--- config.mk ---
export PLATFORM = sky130hd
export DESIGN_NAME = ei_axi4_rd_arbiter
export DESIGN_NICKNAME = d
export VERILOG_FILES = /design/src/rtl/ei_axi4_rd_arb_pkg.sv /design/src/rtl/ei_axi4_rr_arbiter.sv /design/src/rtl/ei_axi4_rd_arbiter.sv
export SDC_FILE = /design/constraint.sdc
export NUM_CORES = 1
export LEC_CHECK = 0
export ABC_AREA = 1
export CELL_PAD_IN_SITES_DETAIL_PLACEMENT = 1
export CELL_PAD_IN_SITES_GLOBAL_PLACEMENT = 1
export CORE_MARGIN = 8
export CORE_UTILIZATION = 16
export CTS_BUF_LIST = sky130_fd_sc_hd__clkbuf_8
export DETAILED_ROUTE_END_ITERATION = 10
export GPL_TIMING_DRIVEN = 0
export PLACE_DENSITY_LB_ADDON = 0.15
export SLEW_MARGIN = 20
export SYNTH_ARGS = -nofsm -noshare
export SYNTH_HDL_FRONTEND = slang
export SYNTH_SLANG_ARGS = --single-unit
--- constraint.sdc ---
create_clock -name aclk -period 2.1 [get_ports aclk]
set_input_delay 0.525 -clock aclk [delete_from_list [all_inputs] [get_ports aclk]]
set_output_delay 0.525 -clock aclk [all_outputs]
set_load 0.02 [all_outputs]
--- src/rtl/ei_axi4_rd_arb_pkg.sv ---
// Shared types and helpers for the AXI4 read-path arbiter and its round-robin picker.
package ei_axi4_rd_arb_pkg;

    typedef enum logic {
        IDLE,
        GRANT
    } arb_state_t;

    typedef enum logic [1:0] {
        BURST_FIXED = 2'b00,
        BURST_INCR  = 2'b01,
        BURST_WRAP  = 2'b10
    } axi_burst_t;

    localparam int unsigned OUTS_W = 4;

    // Width of a master index; a lone master still needs one bit of prefix.
    function automatic int unsigned idx_width(input int unsigned n);
        return (n > 2) ? $clog2(n) : 1;
    endfunction

endpackage

--- src/rtl/ei_axi4_rr_arbiter.sv ---
// Combinational round-robin picker: first requester after the last grant, wrapping.
module ei_axi4_rr_arbiter
    import ei_axi4_rd_arb_pkg::*;
#(
    parameter int unsigned N  = 2,
    parameter int unsigned IW = idx_width(N)
) (
    input  logic [N-1:0]  req,
    input  logic [IW-1:0] last,
    output logic [N-1:0]  gnt_oh,
    output logic [IW-1:0] gnt_idx,
    output logic          any
);

    int unsigned     cand;
    logic [IW-1:0]   cidx;

    always_comb begin
        gnt_oh  = '0;
        gnt_idx = '0;
        any     = 1'b0;
        cand    = 0;
        cidx    = '0;
        for (int unsigned i = 1; i <= N; i++) begin
            cand = (32'(last) + i) % N;
            cidx = IW'(cand);
            if (!any && req[cidx]) begin
                any          = 1'b1;
                gnt_oh[cidx] = 1'b1;
                gnt_idx      = cidx;
            end
        end
    end

endmodule

--- src/rtl/ei_axi4_rd_arbiter.sv ---
// Shares one AXI4 slave read port among NUM_MST masters: round-robin AR grant with
// index-prefixed IDs, prefix-routed R beats, and a per-master outstanding-burst cap.
module ei_axi4_rd_arbiter
    import ei_axi4_rd_arb_pkg::*;
#(
    parameter  int unsigned NUM_MST  = 2,
    parameter  int unsigned ID_W     = 4,
    parameter  int unsigned ADDR_W   = 32,
    parameter  int unsigned DATA_W   = 32,
    parameter  int unsigned MAX_OUTS = 4,
    localparam int unsigned IDX_W    = idx_width(NUM_MST),
    localparam int unsigned SID_W    = ID_W + IDX_W
) (
    input  logic                      aclk,
    input  logic                      areset,
    input  logic [NUM_MST-1:0]        s_arvalid,
    output logic [NUM_MST-1:0]        s_arready,
    input  logic [NUM_MST*ADDR_W-1:0] s_araddr,
    input  logic [NUM_MST*ID_W-1:0]   s_arid,
    input  logic [NUM_MST*8-1:0]      s_arlen,
    input  logic [NUM_MST*3-1:0]      s_arsize,
    input  logic [NUM_MST*2-1:0]      s_arburst,
    output logic                      m_arvalid,
    input  logic                      m_arready,
    output logic [ADDR_W-1:0]         m_araddr,
    output logic [7:0]                m_arlen,
    output logic [2:0]                m_arsize,
    output logic [1:0]                m_arburst,
    output logic [SID_W-1:0]          m_arid,
    input  logic                      m_rvalid,
    output logic                      m_rready,
    input  logic [SID_W-1:0]          m_rid,
    input  logic [DATA_W-1:0]         m_rdata,
    input  logic [1:0]                m_rresp,
    input  logic                      m_rlast,
    output logic [NUM_MST-1:0]        s_rvalid,
    input  logic [NUM_MST-1:0]        s_rready,
    output logic [ID_W-1:0]           s_rid,
    output logic [DATA_W-1:0]         s_rdata,
    output logic [1:0]                s_rresp,
    output logic                      s_rlast,
    output logic                      err_unrouted
);

    arb_state_t          state, state_nxt;
    logic [IDX_W-1:0]    g, last_g, pick_idx, r;
    logic [NUM_MST-1:0]  g_oh, pick_oh, eligible, outs_inc, outs_dec;
    logic                pick_any, ar_hs, r_unrouted, r_sel_ready;
    logic [OUTS_W-1:0]   outs [NUM_MST];

    always_comb begin
        for (int unsigned k = 0; k < NUM_MST; k++) begin
            eligible[k] = s_arvalid[k] && (outs[k] < OUTS_W'(MAX_OUTS));
        end
    end

    ei_axi4_rr_arbiter #(
        .N  (NUM_MST),
        .IW (IDX_W)
    ) u_rr (
        .req     (eligible),
        .last    (last_g),
        .gnt_oh  (pick_oh),
        .gnt_idx (pick_idx),
        .any     (pick_any)
    );

    always_comb begin
        state_nxt = state;
        m_arvalid = 1'b0;
        s_arready = '0;
        case (state)
            IDLE: if (pick_any) state_nxt = GRANT;
            GRANT: begin
                m_arvalid = 1'b1;
                s_arready = g_oh & {NUM_MST{m_arready}};
                if (m_arready) state_nxt = IDLE;
            end
            default: state_nxt = IDLE;
        endcase
    end

    assign ar_hs = m_arvalid && m_arready;

    always_comb begin
        m_araddr  = s_araddr[32'(g)*ADDR_W +: ADDR_W];
        m_arlen   = s_arlen[32'(g)*8 +: 8];
        m_arsize  = s_arsize[32'(g)*3 +: 3];
        m_arburst = s_arburst[32'(g)*2 +: 2];
        m_arid    = {g, s_arid[32'(g)*ID_W +: ID_W]};
    end

    // Out-of-range prefixes are swallowed so a bad ID cannot stall the slave.
    assign r          = m_rid[SID_W-1:ID_W];
    assign r_unrouted = 32'(r) >= NUM_MST;

    always_comb begin
        s_rvalid    = '0;
        r_sel_ready = 1'b0;
        for (int unsigned k = 0; k < NUM_MST; k++) begin
            if (r == IDX_W'(k)) begin
                s_rvalid[k] = m_rvalid;
                r_sel_ready = s_rready[k];
            end
        end
    end

    assign m_rready = r_unrouted ? 1'b1 : r_sel_ready;
    assign s_rid    = m_rid[ID_W-1:0];
    assign s_rdata  = m_rdata;
    assign s_rresp  = m_rresp;
    assign s_rlast  = m_rlast;

    assign outs_inc = g_oh & {NUM_MST{ar_hs}};
    assign outs_dec = s_rvalid & s_rready & {NUM_MST{m_rlast}};

    always_ff @(posedge aclk) begin
        if (areset) begin
            state        <= IDLE;
            g            <= '0;
            g_oh         <= '0;
            last_g       <= IDX_W'(NUM_MST - 1);
            err_unrouted <= 1'b0;
            for (int unsigned k = 0; k < NUM_MST; k++) outs[k] <= '0;
        end else begin
            state        <= state_nxt;
            err_unrouted <= m_rvalid && r_unrouted;
            if (state == IDLE && pick_any) begin
                g    <= pick_idx;
                g_oh <= pick_oh;
            end
            if (ar_hs) last_g <= g;
            // A same-cycle grant and burst completion cancel out.
            for (int unsigned k = 0; k < NUM_MST; k++) begin
                if (outs_inc[k] && !outs_dec[k])
                    outs[k] <= outs[k] + OUTS_W'(1);
                else if (outs_dec[k] && !outs_inc[k] && outs[k] != '0)
                    outs[k] <= outs[k] - OUTS_W'(1);
            end
        end
    end

endmodule

==> impl_metrics.yaml, run 1 <==
status:
  outcome: "finished, final reports clean"
route:
  vias: 2265
  drc: 0
  dr.pass1.iters: 4
  drt_iter0_drc: 27
  wl_um: 10500
  ant_nets: 0
  route.detailed.wl_per_inst_um: 18.2
  viasPerCell: 3.93
pwr:
  clock_power_share: 0.158
  p_per_area_nw_per_um2: 332
  ir_worst_vdd_uv: 174
  p_switching_w: 0.000471
  p_int_w: 0.000896
  combPwrFrac: 0.618
  p_seq_frac: 0.223
  swShare: 0.345
  leakage_nw: 1.85
floorplanning:
  die_area_um2: 15100
  core.rowCount: 39
  die_y_um: 123
  start_util: 0.162
  fp.dieW_um: 123
  ios: 242
  core_region_area_um2: 11300
worst_hold_path:
  holdCritStartpoint: "g_oh[1]$_SDFFE_PP0P_"
  min_path_cells: 2
  min_path_type: "flip-flop to flip-flop"
placement:
  dp_slack_ps: -649
  gp_congestion: 0.751
  dp_hpwl_um: 9500
  portBuffers: 202
  dpl_cell_area_um2: 4020
sta:
  worst_slack_ps: 28.4
  drv_slew: 0
  fin_skew_ps: 1.51
  setup_violations: 0
  fin_crit_ps: 2070
  min_period_over_period: 0.986
  hold_violations: 0
  rsz0062_at_grt: "yes"
  timing.fmax_ghz: 0.483
synthesis:
  yosys_most_used_dff: "edfxtp_1"
  synth_warnings: 0
  async_flop_share: 0
  synth_area_per_cell_um2: 8.25
  synth.cell_area_um2: 1820
  synth_top_area_frac: 0.303
  synth_edf_count: 8
  netlist_top_cells_area: "mux2_2, buf_4, edfxtp_1"
  synth_area_leader_cell: "mux2_2"
  yosys.cell_count.top_type: "mux2_2"
  ys_types: 27
  syn_inst: 221
  syn-num-nets: 372
  synthTopCellsByCount: "mux2_2, buf_4, nand2_1, inv_1"
  ys_ff_latch: 13
  synth_seq_area_share: 0.187
finish:
  fillers: 1342
  drive_gt1_frac: 0.300
  finalInstanceArea_um2: 4120
  syn_to_final_growth_pct: 126
  final_util: 0.365
  antenna_cells: 0
  fin_nets: 585
clock_tree:
  worstSkewPairLatency_ps: 240
  tritoncts: "built"
  ctsHoldBuffers: 0
  cts_made_buffers: 3
  cts_root_buffer: "clkbuf_8"
  cts_buffer_depth: 2
  clkSlewWorstSetupHoldPaths_ps: 60
  cts.sinks: 13
  cts-htree-levels: 1
worst_setup_path:
  cp.depth: 3
  path_delay_family: "buffers and inverters"
  startpoint: "g$_SDFFE_PP0P_"
  cp_num_buf_inv: 2
  cp.required_ps: 1570
  crit_type: "flip-flop to primary output"
  cp_max_fo: 10
  r2r_cells: 13
  critPathCaptureType: "primary output"
  reg2reg_from: "outs[0][2]$_SDFFCE_PN0P_"
  path_cells: "buf_4 -> mux2_2 -> dlygate4sd2_1"
  startpoint_type: "flip-flop"
  cp_slowest_cell: "dfxtp_2"
  cp_data_arrival_time_ps: 1550
  cpPeakStageDelay_ps: 390
global_routing:
  grt_remaining_overflow: 0
  track_usage: 0.124
  grt_pass1_wl_um: 14400
  antenna_found_initial: 0
  grt_pass1_vias: 2351
  grt_max_degree: 11
flow_run:
  drv_cap: 0
-- per-layer routing --
metal	routed length, µm	vias up	GRT usage	part of all wire
met4	35	0	0.0137	0.0033
met5	0	-	0	0
met1	3610	1030	0.124	0.34
met2	5630	123	0.241	0.54
li1	-	1108	-	-
met3	1230	4	0.0488	0.12
-- logic make-up after synthesis --
kind of cell               synth area share
buffers and inverters                 0.234
and+or+nand+nor                       0.190
muxes                                 0.303
DFF                                   0.187
AOI/OAI and AO/OA                    0.0316
adders and majority gates            0.0384
xor gates and xnor gates             0.0144
other                               0.00206
-- metrics by stage --
step                      setup TNS, ps  hold slack [ps]  total power [W]  std cells
after detailed placement         -13300              476          0.00121        566
after floorplan                       0              446         0.000715        221
after global placement           -13180              468          0.00120        566
after global routing              -1010              497          0.00145        576
final                                 0              481          0.00137        576
after CTS                         -13.2              485          0.00139        575
-- state kept, by name (all words and copies together), names as in the netlist --
signal  count
outs        8
state       1
last_g      1
g_oh        2
g           1
-- worst reg2reg max path: stages, from the launching register on --
cell      delay, ps
edfxtp_1        440
nor2_2          150
nand3_2         120
nand2_2         100
nor2_4           60
ha_4            290
nand3_2          80
nand2_1          70
nand2_1          60
buf_4           130
nand3_1          70
nand2_1          50
nand2_1          50
inv_1            40
-- placed cells by master (no fill, tap or decap), drive strengths merged, types with 2 or more instances in the layout --
master         Yosys  routed
nor2              15      15
inv               24      25
clkdlybuf4s50      0     143
dfxtp              5       5
o211ai             2       2
dlygate4sd2        0      57
o21ai              3       3
edfxtp             8       8
clkbuf             1       4
xor2               2       2
mux2              49      49
a21oi              4       4
buf               46      53
nand3             15      15
ha                 4       4
nand2             38      38
-- power groups by stage --
stage                     Sequential, W  Clock [W]  Combinational [W]
after floorplan                0.000305          0           0.000410
after global placement         0.000306          0           0.000898
after detailed placement       0.000307          0           0.000905
after CTS                      0.000305   0.000232           0.000857
after global routing           0.000308   0.000238           0.000903
final                          0.000305   0.000216           0.000845
-- worst paths after layout --
path	endpoint	slack [ps]
max reg2reg	outs[0][3]$_SDFFCE_PN0P_	160
max	m_araddr[16]	30
min	g_oh[1]$_SDFFE_PP0P_	480
min reg2reg	g_oh[1]$_SDFFE_PP0P_	480
-- what timing repair did --
item                                    CTS  global route
endpoints found under the setup margin   58            49
gates resized for setup                  72             8
pin swaps                                 7             3
setup buffers                             6             1
-- layout make-up --
class | count | area [µm²] | area share
plain buffers | 46 | 345 | 0.0838
clock buffers | 3 | 41.3 | 0.0100
clock inverters | 1 | 3.75 | 0.000911
inverters | 24 | 90.1 | 0.0219
multi-input cells | 137 | 1120 | 0.271
flip-flops and latches | 13 | 342 | 0.0829
well taps | 143 | 179 | 0.0434
repair buffers | 209 | 2000 | 0.486
(Power assumes the default switching activity.)
==> inputs of run 2 (changes only) <==
CORE_AREA = 8 8 88 90   (was default)
CORE_MARGIN = default   (was 8)
CORE_UTILIZATION = default   (was 16)
DIE_AREA = 0 0 96 98   (was default)
DONT_BUFFER_PORTS = 1   (was default)
GPL_ROUTABILITY_DRIVEN = 0   (was default)
PLACE_DENSITY_LB_ADDON = 0.12   (was 0.15)
==> run 2 against run 1 <==
- cell count down 47%
- wire length fell by 30%
- worst hold slack lost 140 ps
- clock power increased by 7%
- via count down 35%
- count of clock-buffer cells in the layout did not move
- global-route usage is 1.6 points higher
- maximum frequency is 6.3% higher
- first-iteration DRC count increased by 3.7%
- die area decreased by 38%
- non-clock buffer count is 209 lower
- utilization decreased by 5.7 points
- critical path type is now flip-flop to flip-flop
- largest cell class is now multi-input gates
==> impl_metrics.yaml, run 2 (same netlist as run 1, synthesis figures left out) <==
sta:
  timing.fmax_ghz: 0.513
  hold_violations: 0
  setup_violations: 0
  drv_slew: 0
  min_period_over_period: 0.928
  holdWs_ps: 342
  rsz0062_at_grt: "no"
  fin_crit_ps: 1950
  final.setup.tns_ps: 0
  fin_skew_ps: 4.67
worst_setup_path:
  startpoint: "outs[0][2]$_SDFFCE_PN0P_"
  crit_top_cell: "nand2_1"
  crit_type: "flip-flop to flip-flop"
  critPathCaptureType: "flip-flop"
  cp_max_fo: 3
  startpoint_type: "flip-flop"
  r2r_cells: 13
  path_cells: "nor2_2 -> nand3_2 -> nand2_1 -> nor2_2 -> ha_1 -> nand3_1 -> nand2_1 -> nand2_1 -> nand2_1 -> nand2_1 -> nand2_1 -> nand2_1 -> inv_1"
  reg2reg_from: "outs[0][2]$_SDFFCE_PN0P_"
  path_delay_family: "simple AND/OR/NAND/NOR gates"
  cp_slowest_cell: "edfxtp_1"
  cp.required_ps: 2110
  r2r_end: "outs[0][3]$_SDFFCE_PN0P_"
  rrSetupSlack_ps: 150
  cp_data_arrival_time_ps: 1960
  cpPeakStageDelay_ps: 440
  cp_num_buf_inv: 1
finish:
  fin_nets: 376
  layout_common_cells: "mux2_2, buf_4, nand2_1"
  fin_cells: 304
  final_common_cell: "mux2_2"
  largest_registers: "outs: 8 flops, g_oh: 2 flops"
  drive_gt1_frac: 0.527
  syn_to_final_growth_pct: 9.88
  antenna_cells: 0
  largest-register: "outs"
  largest_register_ffs: 8
placement:
  dp_hpwl_um: 6800
  portBuffers: 0
  placed_cells: 301
route:
  wl_um: 7380
  ant_nets: 0
  drc: 0
  route.detailed.wl_per_inst_um: 24.3
  vias: 1483
  drt_iter0_drc: 28
  dr.pass1.iters: 4
  viasPerCell: 4.88
global_routing:
  grt_pass1_wl_um: 10100
  grt_max_degree: 11
  grt_remaining_overflow: 0
  track_usage: 0.140
  grt_pass1_vias: 1646
  antenna_found_initial: 0
floorplanning:
  core.rowCount: 30
  fp.dieW_um: 96
  ios: 242
  die_y_um: 98
  core_region_area_um2: 6490
  die_area_um2: 9410
  start_util: 0.281
clock_tree:
  cts_root_buffer: "clkbuf_8"
  tritoncts: "built"
  cts_buffer_depth: 2
  cts-htree-levels: 1
  worstSkewPairLatency_ps: 250
  cts_setup_buffers: 0
  cts_made_buffers: 3
  cts.sinks: 13
  ctsHoldBuffers: 0
  clkSlewWorstSetupHoldPaths_ps: 60
worst_hold_path:
  min_path_cells: 1
  holdPathEnd: "g_oh[0]$_SDFFE_PP0P_"
  holdCritStartpoint: "areset"
  min_path_type: "input pin to flip-flop"
pwr:
  ir_worst_vdd_uv: 169
  leakage_nw: 0.927
  p_per_area_nw_per_um2: 501
flow_run:
  drv_cap: 0
status:
  outcome: "finished, final reports clean"
-- run 2: cell types whose count changed in the layout (fill, tap and decap cells not counted), sizes merged --
cell and delta:
dlygate4sd2 -57, dlymetal6s2s -1, inv -1, buf -8
clkinv +1, clkdlybuf4s50 -143
-- run 2: cell type report --
| type | count | area, µm² |
|---|---|---|
| fill | 773 | 4490 |
| multi-input combinational | 137 | 1080 |
| inverter | 24 | 90.1 |
| buffer | 46 | 343 |
| tap | 80 | 100 |
| sequential | 13 | 342 |
| clock buffer | 3 | 41.3 |
| clock inverter | 1 | 5.00 |
-- run 2: routing by layer --
| metal | wire length (µm) | up-vias | global-route usage |
|---|---|---|---|
| met5 | 0 | - | 0 |
| met4 | 34 | 0 | 0.0225 |
| met3 | 914 | 2 | 0.0568 |
| met2 | 3820 | 113 | 0.253 |
| met1 | 2620 | 676 | 0.146 |
| li1 | - | 692 | - |
-- run 2: power by group --
part           leakage [nW]  internal [W]  switching [W]
Combinational         0.777      0.000169       0.000296
Clock                0.0255      0.000131      0.0000996
Sequential            0.124      0.000288      0.0000203
Total                 0.927      0.000587       0.000416
-- run 2: worst max-delay path by stage --
stage / end / slack, ps / cells after the start
after floorplan: outs[0][3]$_SDFFCE_PN0P_ / 80 / 14
after global placement: outs[0][3]$_SDFFCE_PN0P_ / -120 / 12
after detailed placement: outs[0][3]$_SDFFCE_PN0P_ / -160 / 12
after CTS: m_araddr[23] / -20 / 3
after global routing: outs[0][3]$_SDFFCE_PN0P_ / 20 / 13
final: outs[0][3]$_SDFFCE_PN0P_ / 150 / 13
-- run 2: repair_timing --
action,4_1_cts,5_1_grt
endpoints found under the setup margin,14,49
resized for setup,6,4
pin swaps,0,2
-- run 2: stage by stage --
stage	setup WS [ps]	util	total power [W]	instance area, µm²
global route	23.3	0.308	0.00105	2000
CTS	-16.8	0.306	0.00102	1990
detailed placement	-156	0.296	0.000776	1920
finish	152	0.308	0.00100	2000
floorplan	83.8	-	0.000715	1820
global placement	-121	0.296	0.000779	1920
-- run 2: worst reg2reg max path: stages, from the launching register on --
cell	delay, ps
edfxtp_1	440
nor2_2	180
nand3_2	120
nand2_1	100
nor2_2	70
ha_1	290
nand3_1	120
nand2_1	60
nand2_1	80
nand2_1	50
nand2_1	50
nand2_1	60
nand2_1	60
inv_1	40
==> inputs of run 3 (changes only) <==
GPL_TIMING_DRIVEN = default   (was 0)
==> run 3 against run 2 <==
- maximum frequency decreased by 0.85%
- via count decreased by 11%
- register-to-register slack lost 20 ps
- worst hold slack worse by 13 ps
- worst setup slack got worse by 17 ps
- flip-flop and latch count is the same
- utilization down 4.6 points
- count of clock-buffer cells in the layout stayed put
- critical path depth unchanged
==> impl_metrics.yaml, run 3 (same netlist as run 1, synthesis figures left out) <==
status:
  outcome: "finished, final reports clean"
sta:
  hold_violations: 0
  worst_slack_ps: 135
  fin_crit_ps: 1960
  final.setup.tns_ps: 0
  drv_slew: 0
  min_period_over_period: 0.936
  setup_violations: 0
  fin_skew_ps: 5.26
  timing.fmax_ghz: 0.509
route:
  drc: 0
  vias: 1313
  drt_iter0_drc: 14
  route.detailed.wl_per_inst_um: 25.3
  wl_um: 6700
  dr.pass1.iters: 5
  ant_nets: 0
  viasPerCell: 4.95
placement:
  portBuffers: 0
  dp_slack_ps: -108
  dp_hpwl_um: 6210
worst_setup_path:
  cp_data_arrival_time_ps: 1970
  crit_type: "flip-flop to flip-flop"
  r2r_cells: 13
  critPathCaptureType: "flip-flop"
  startpoint_type: "flip-flop"
  cp.required_ps: 2110
  cp_max_fo: 3
pwr:
  p_switching_w: 0.000351
  total_power_w: 0.000892
  p_seq_frac: 0.336
  combPwrFrac: 0.400
  p_int_w: 0.000541
  leakage_nw: 0.740
  p_per_area_nw_per_um2: 523
  ir_worst_vdd_uv: 158
  swShare: 0.393
  clock_power_share: 0.263
floorplanning:
  core_region_area_um2: 6490
  ios: 242
  fp.dieW_um: 96
  die_y_um: 98
  die_area_um2: 9410
  start_util: 0.281
  core.rowCount: 30
worst_hold_path:
  min_path_cells: 1
  min_path_type: "input pin to flip-flop"
global_routing:
  antenna_found_initial: 0
  grt_pass1_wl_um: 8990
  grt_max_degree: 51
  track_usage: 0.128
  grt_pass1_vias: 1426
  grt_remaining_overflow: 0
finish:
  layout_common_cells: "mux2_2, nand2_1, inv_1"
  largest_register_ffs: 8
  antenna_cells: 0
  largest_registers: "outs: 8 flops, g_oh: 2 flops"
  final_common_cell: "mux2_2"
  largest-register: "outs"
  fin_nets: 337
  drive_gt1_frac: 0.411
  syn_to_final_growth_pct: -6.45
  fillers: 771
clock_tree:
  cts_root_buffer: "clkbuf_8"
  cts_buffer_depth: 2
  cts_made_buffers: 3
  clkSlewWorstSetupHoldPaths_ps: 70
  cts.sinks: 13
  cts-htree-levels: 1
  worstSkewPairLatency_ps: 250
  tritoncts: "built"
  ctsHoldBuffers: 0
flow_run:
  drv_cap: 0
[run 3: final timing paths]
path                              endpoint  slack (ps)                startpoint
hold / removal              g$_SDFFE_PP0P_         330                    areset
hold reg to reg       g_oh[0]$_SDFFE_PP0P_         470      g_oh[0]$_SDFFE_PP0P_
setup / recovery  outs[0][3]$_SDFFCE_PN0P_         140  outs[0][3]$_SDFFCE_PN0P_
setup reg to reg  outs[0][3]$_SDFFCE_PN0P_         140  outs[0][3]$_SDFFCE_PN0P_
[run 3: what timing repair did]
item	4_1_cts	5_1_grt
setup endpoints to repair	0	1
gates resized for setup	0	2
setup buffers	0	1
[run 3: through the flow]
step,std cells,cell area [µm²],utilization,hold slack (ps)
3_3_place_gp,260,1650,0.253,461
4_1_cts,264,1690,0.261,321
6_report,265,1710,0.263,329
5_1_grt,265,1710,0.263,323
2_1_floorplan,221,1820,-,446
3_5_place_dp,260,1650,0.253,463
[run 3: critical path, cell delays in order (launching register included)]
cell	delay, ps
edfxtp_1	440
nor2_2	170
nand3_1	100
nand2_1	80
nor2_1	70
ha_1	330
a21oi_2	170
nand2_1	60
nand2_1	70
nand2_1	50
nand2_1	60
nand2_1	50
nand2_1	50
inv_1	40
[run 3: cell type report]
cell class | count | area, µm² | share of cell area
clock inverter | 1 | 5.00 | 0.00293
multi-input combinational | 137 | 1060 | 0.623
inverter | 24 | 90.1 | 0.0528
timing repair buffer | 7 | 65.1 | 0.0382
clock buffer | 3 | 41.3 | 0.0242
sequential | 13 | 342 | 0.200
tap | 80 | 100 | 0.0587
[run 3: routing by layer]
| metal | up-vias | share of wire | GRT usage |
|---|---|---|---|
| met3 | 6 | 0.15 | 0.0691 |
| met4 | 0 | 0.011 | 0.0391 |
| li1 | 608 | - | - |
| met2 | 110 | 0.51 | 0.230 |
| met5 | - | 0 | 0 |
| met1 | 589 | 0.32 | 0.118 |
[run 3: power groups by stage]
stage | Sequential, W | Combinational [W] | Clock (W)
2_1_floorplan | 0.000305 | 0.000410 | 0
3_3_place_gp | 0.000305 | 0.000360 | 0
3_5_place_dp | 0.000306 | 0.000360 | 0
4_1_cts | 0.000300 | 0.000363 | 0.000244
5_1_grt | 0.000303 | 0.000382 | 0.000251
6_report | 0.000300 | 0.000357 | 0.000235
==> RTL edit 1: new RTL, flow settings as in run 2 <==
Change the parameter `ID_W` from 4 to 6.
--- a/src/rtl/ei_axi4_rd_arbiter.sv
+++ b/src/rtl/ei_axi4_rd_arbiter.sv
@@ -4,7 +4,7 @@
     import ei_axi4_rd_arb_pkg::*;
 #(
     parameter  int unsigned NUM_MST  = 2,
-    parameter  int unsigned ID_W     = 4,
+    parameter  int unsigned ID_W     = 6,
     parameter  int unsigned ADDR_W   = 32,
     parameter  int unsigned DATA_W   = 32,
     parameter  int unsigned MAX_OUTS = 4,
Interface: changed (resized m_arid, m_rid, s_arid and s_rid); port bits go from 242 to 252. No check against the original RTL was run, so the function may have changed too.
==> RTL edit 1 against run 2 <==
- combinational power rose by 4.3%
- final cell count rose by 1.6%
- highest routed layer unchanged
- worst setup slack got worse by 0.036 ns
- routed wire length rose by 5.9%
- via count rose by 3.1%
- hold slack improved by 0.0013 ns
- critical endpoint is now m_araddr[7]
- area after synthesis rose by 0.41%
- sequential cell count did not move
- maximum frequency fell by 1.8%
- design area rose by 1.1%
- count of clock-buffer cells in the layout did not move
- power rose by 0.93%
- largest cell class unchanged
==> RTL edit 1: results <==
metrics = {
    "power": {
        "p_int_uw": 593,
        "p_leak_uw": 0.000955,
        "max-vdd-ir-drop_mv": 0.218,
        "power.density_mw_per_mm2": 500,
    },
    "critical_path": {
        "crit_family": "buffers and inverters",
        "rr_worst_depth": 12,
        "crit_slowest_cell": "mux2_2",
        "crit_start": "g",
    },
    "cells_and_area": {
        "multi_input_area_mm2": 0.00107,
        "nets": 387,
        "inverters": 23,
        "buf_share_pct": 18.5,
        "nNonClkBuffers": 51,
        "area_growth_pct": 10.7,
        "fill_cells": 779,
        "final_layout_size_suffix_gt1_share_pct": 52.8,
        "register_area_um2": 344,
        "multi_input_cells": 138,
    },
    "yosys": {
        "ys_top_cells_by_count": "mux2_2, buf_4, nand2_1",
        "synth_area_leaders": "mux2_2, buf_4, edfxtp_1, nand2_1, dfxtp_1",
        "ys_seq_area_share_pct": 18.6,
        "syn_area_per_cell_um2": 8.21,
        "synth_nets": 380,
    },
    "placement": {
        "dp.cells": 303,
        "placed_area_mm2": 0.00193,
        "post-place-ws_ns": -0.165,
    },
    "global_route": {
        "grt_first_pass_wirelength_um": 10500,
        "grt_use_met3_pct": 5.91,
        "grt_pass1_vias": 1658,
    },
    "detailed_routing": {
        "drt_iter0_drc": 40,
        "wl_per_cell_um": 25.3,
        "num_vias": 1529,
        "drt_wl_total_um": 7820,
    },
    "run_status": {
        "status": "finished, final reports clean",
    },
    "sta": {
        "hold_slack_ns": 0.344,
    },
}
-- RTL edit 1: cell families after synthesis --
group                    after synthesis  synth area share, %
AND/OR/NAND/NOR                       68                 17.4
AO/OA/AOI/OAI                         11                 3.69
multiplexers                          51                 31.4
flip-flops                            13                 18.6
buffers and inverters                 72                 24.0
XOR/XNOR                               2                0.957
other                                  1                0.205
adder cells (fa/ha/maj)                5                 3.83
-- RTL edit 1: how the worst max path moves through the flow --
stage | end | slack [ns] | depth (start not counted)
global placement | outs[0][3] | -0.16 | 12
global route | outs[0][3] | -0.004 | 12
floorplan | outs[0][3] | 0.09 | 12
finish | m_araddr[7] | 0.12 | 3
CTS | outs[0][3] | 0.03 | 11
detailed placement | outs[0][3] | -0.17 | 12
-- RTL edit 1: timing repair --
item / 4_1_cts / 5_1_grt
resized for setup: 3 / 6
buffers inserted: 0 / 2
endpoints found under the hold margin: 0 / 0
gates cloned: 0 / 0
endpoints found under the setup margin: 1 / 22
pin swaps: 0 / 2
==> RTL edit 2: new RTL, config.mk and constraints of run 2 <==
Without the edit above. Reset style: asynchronous (`areset`), changed in one clocked block.
--- a/src/rtl/ei_axi4_rd_arbiter.sv
+++ b/src/rtl/ei_axi4_rd_arbiter.sv
@@ -114,7 +114,7 @@
     assign outs_inc = g_oh & {NUM_MST{ar_hs}};
     assign outs_dec = s_rvalid & s_rready & {NUM_MST{m_rlast}};
 
-    always_ff @(posedge aclk) begin
+    always_ff @(posedge aclk or posedge areset) begin
         if (areset) begin
             state        <= IDLE;
             g            <= '0;
Formal check against the unedited RTL: differs if areset is asserted again (counterexample within 4 cycles, from zero or initial values and one cycle with areset high); with areset held inactive, the same outputs for 10 cycles.
==> RTL edit 2 against run 2 <==
- synthesized cell count rose by 43%
- design area fell by 0.31%
- area after synthesis fell by 1.2%
- routed wire length rose by 4.0%
- via count rose by 27%
- core utilization fell by 0.096 points
- worst setup slack got worse by 0.015 ns
- critical path depth fell by 8
- sequential cell count did not move
Power is not compared: it rests on default switching activity, and its combinational part moved more than twofold at a synthesized area within 25%.
==> RTL edit 2: results <==
metrics = {
    "placement": {
        "post-place-ws_ns": -0.0178,
        "placed_area_mm2": 0.00190,
        "dp_hpwl_um": 6940,
    },
    "global_route": {
        "grt_pass1_vias": 2153,
        "grt_usage_pct": 15.1,
        "grt_max_degree": 20,
        "grt_first_pass_wirelength_um": 11400,
    },
    "cells_and_area": {
        "final_cells": 403,
        "fill_cells": 889,
        "final_layout_size_suffix_gt1_share_pct": 21.7,
        "n_antenna_cell": 0,
        "nets": 476,
    },
    "critical_path": {
        "arrival_ns": 1.44,
        "ff2ff_setup_slack_ns": 0.17,
        "reg2reg_to": "outs[2]",
        "crit_start": "g",
        "worstPathMaxFanout": 10,
        "rr_worst_depth": 8,
        "r2r-start": "state",
    },
    "min_path": {
        "hp-class": "input port to asynchronous set/reset pin",
    },
    "sta": {
        "fin_skew_ns": 0.00399,
        "hold_slack_ns": 0.201,
    },
    "yosys": {
        "synth_cell_types": 26,
        "synthFlopType": "dfrtp_1",
        "ys_seq_area_share_pct": 18.1,
        "async_reset_ff_share_pct": 100,
        "netlist_instances": 317,
        "synth_nets": 469,
        "ys_top_cells_by_count": "nand2_1, buf_4, inv_1",
        "synth_area_leaders": "nand2_1, buf_4, dfrtp_1, inv_1, ha_1",
    },
    "cts": {
        "clk_latency_ns": 0.24,
    },
    "detailed_routing": {
        "drt_iter0_drc": 26,
        "wl_per_cell_um": 19.0,
        "num_vias": 1880,
    },
    "run_status": {
        "status": "finished, final reports clean",
    },
    "power": {
        "switching_power_uw": 1390,
    },
}
==> RTL edit 2: critical path, cell delays in order, from the launching register on <==
cell     delay (ns)
dfrtp_1        0.39
buf_2          0.16
inv_2          0.10
buf_2          0.23
nand2_1        0.11
nand2_1        0.20
==> RTL edit 2: cells by family after synthesis <==
group,share of synthesized area (%)
simple gates,46.7
buf+inv,24.0
compound gates,3.13
fa+ha+maj,5.00
xor+xnor,2.78
flops,18.1
other cells,0.208
==> RTL edit 2: metrics by stage <==
stage                     TNS, ns  util [%]
after floorplan                 0         -
after global placement          0      29.3
after detailed placement  -0.0178      29.3
after CTS                       0      30.0
after global routing            0      30.8
final                           0      30.8
==> RTL edit 2: what timing repair did <==
action / in CTS / in global routing
pin swaps: 0 / 1
setup endpoints to repair: 26 / 5
buffers inserted: 0 / 3
resized for setup: 5 / 5
==> RTL edit 2: power groups by stage <==
stage / registers (uW) / logic [uW] / clock network [uW]
after detailed placement: 524 / 1630 / 0
after floorplan: 487 / 1350 / 0
after global routing: 551 / 1850 / 237
after global placement: 521 / 1600 / 0
after CTS: 522 / 1640 / 231
final: 526 / 1630 / 223
==> RTL edit 2: per-layer routing <==
metal | GRT usage [%] | part of all wire [%]
met1 | 16.9 | 36
met3 | 4.91 | 9.6
met2 | 26.7 | 53
met5 | 0 | 0
met4 | 3.20 | 1.1
==> RTL edit 2: how the worst max path moves through the flow <==
stage                      end  slack [ns]  cells after the start
floorplan              outs[7]        0.26                     12
global placement       outs[3]        0.01                     10
detailed placement     outs[3]       -0.02                     10
CTS                 m_arlen[6]        0.06                      5
global route         m_arid[1]        0.01                      5
finish               m_arid[1]        0.14                      5
==> RTL edit 2: area by class of cell <==
| cell class | count | share of cell area, % |
|---|---|---|
| Multi-Input combinational cell | 231 | 53.4 |
| Buffer | 51 | 17.9 |
| Clock buffer | 3 | 2.07 |
| Clock inverter | 1 | 0.188 |
| Inverter | 21 | 3.95 |
| Timing Repair Buffer | 3 | 1.13 |
| Tap cell | 80 | 5.01 |
| Sequential cell | 13 | 16.4 |
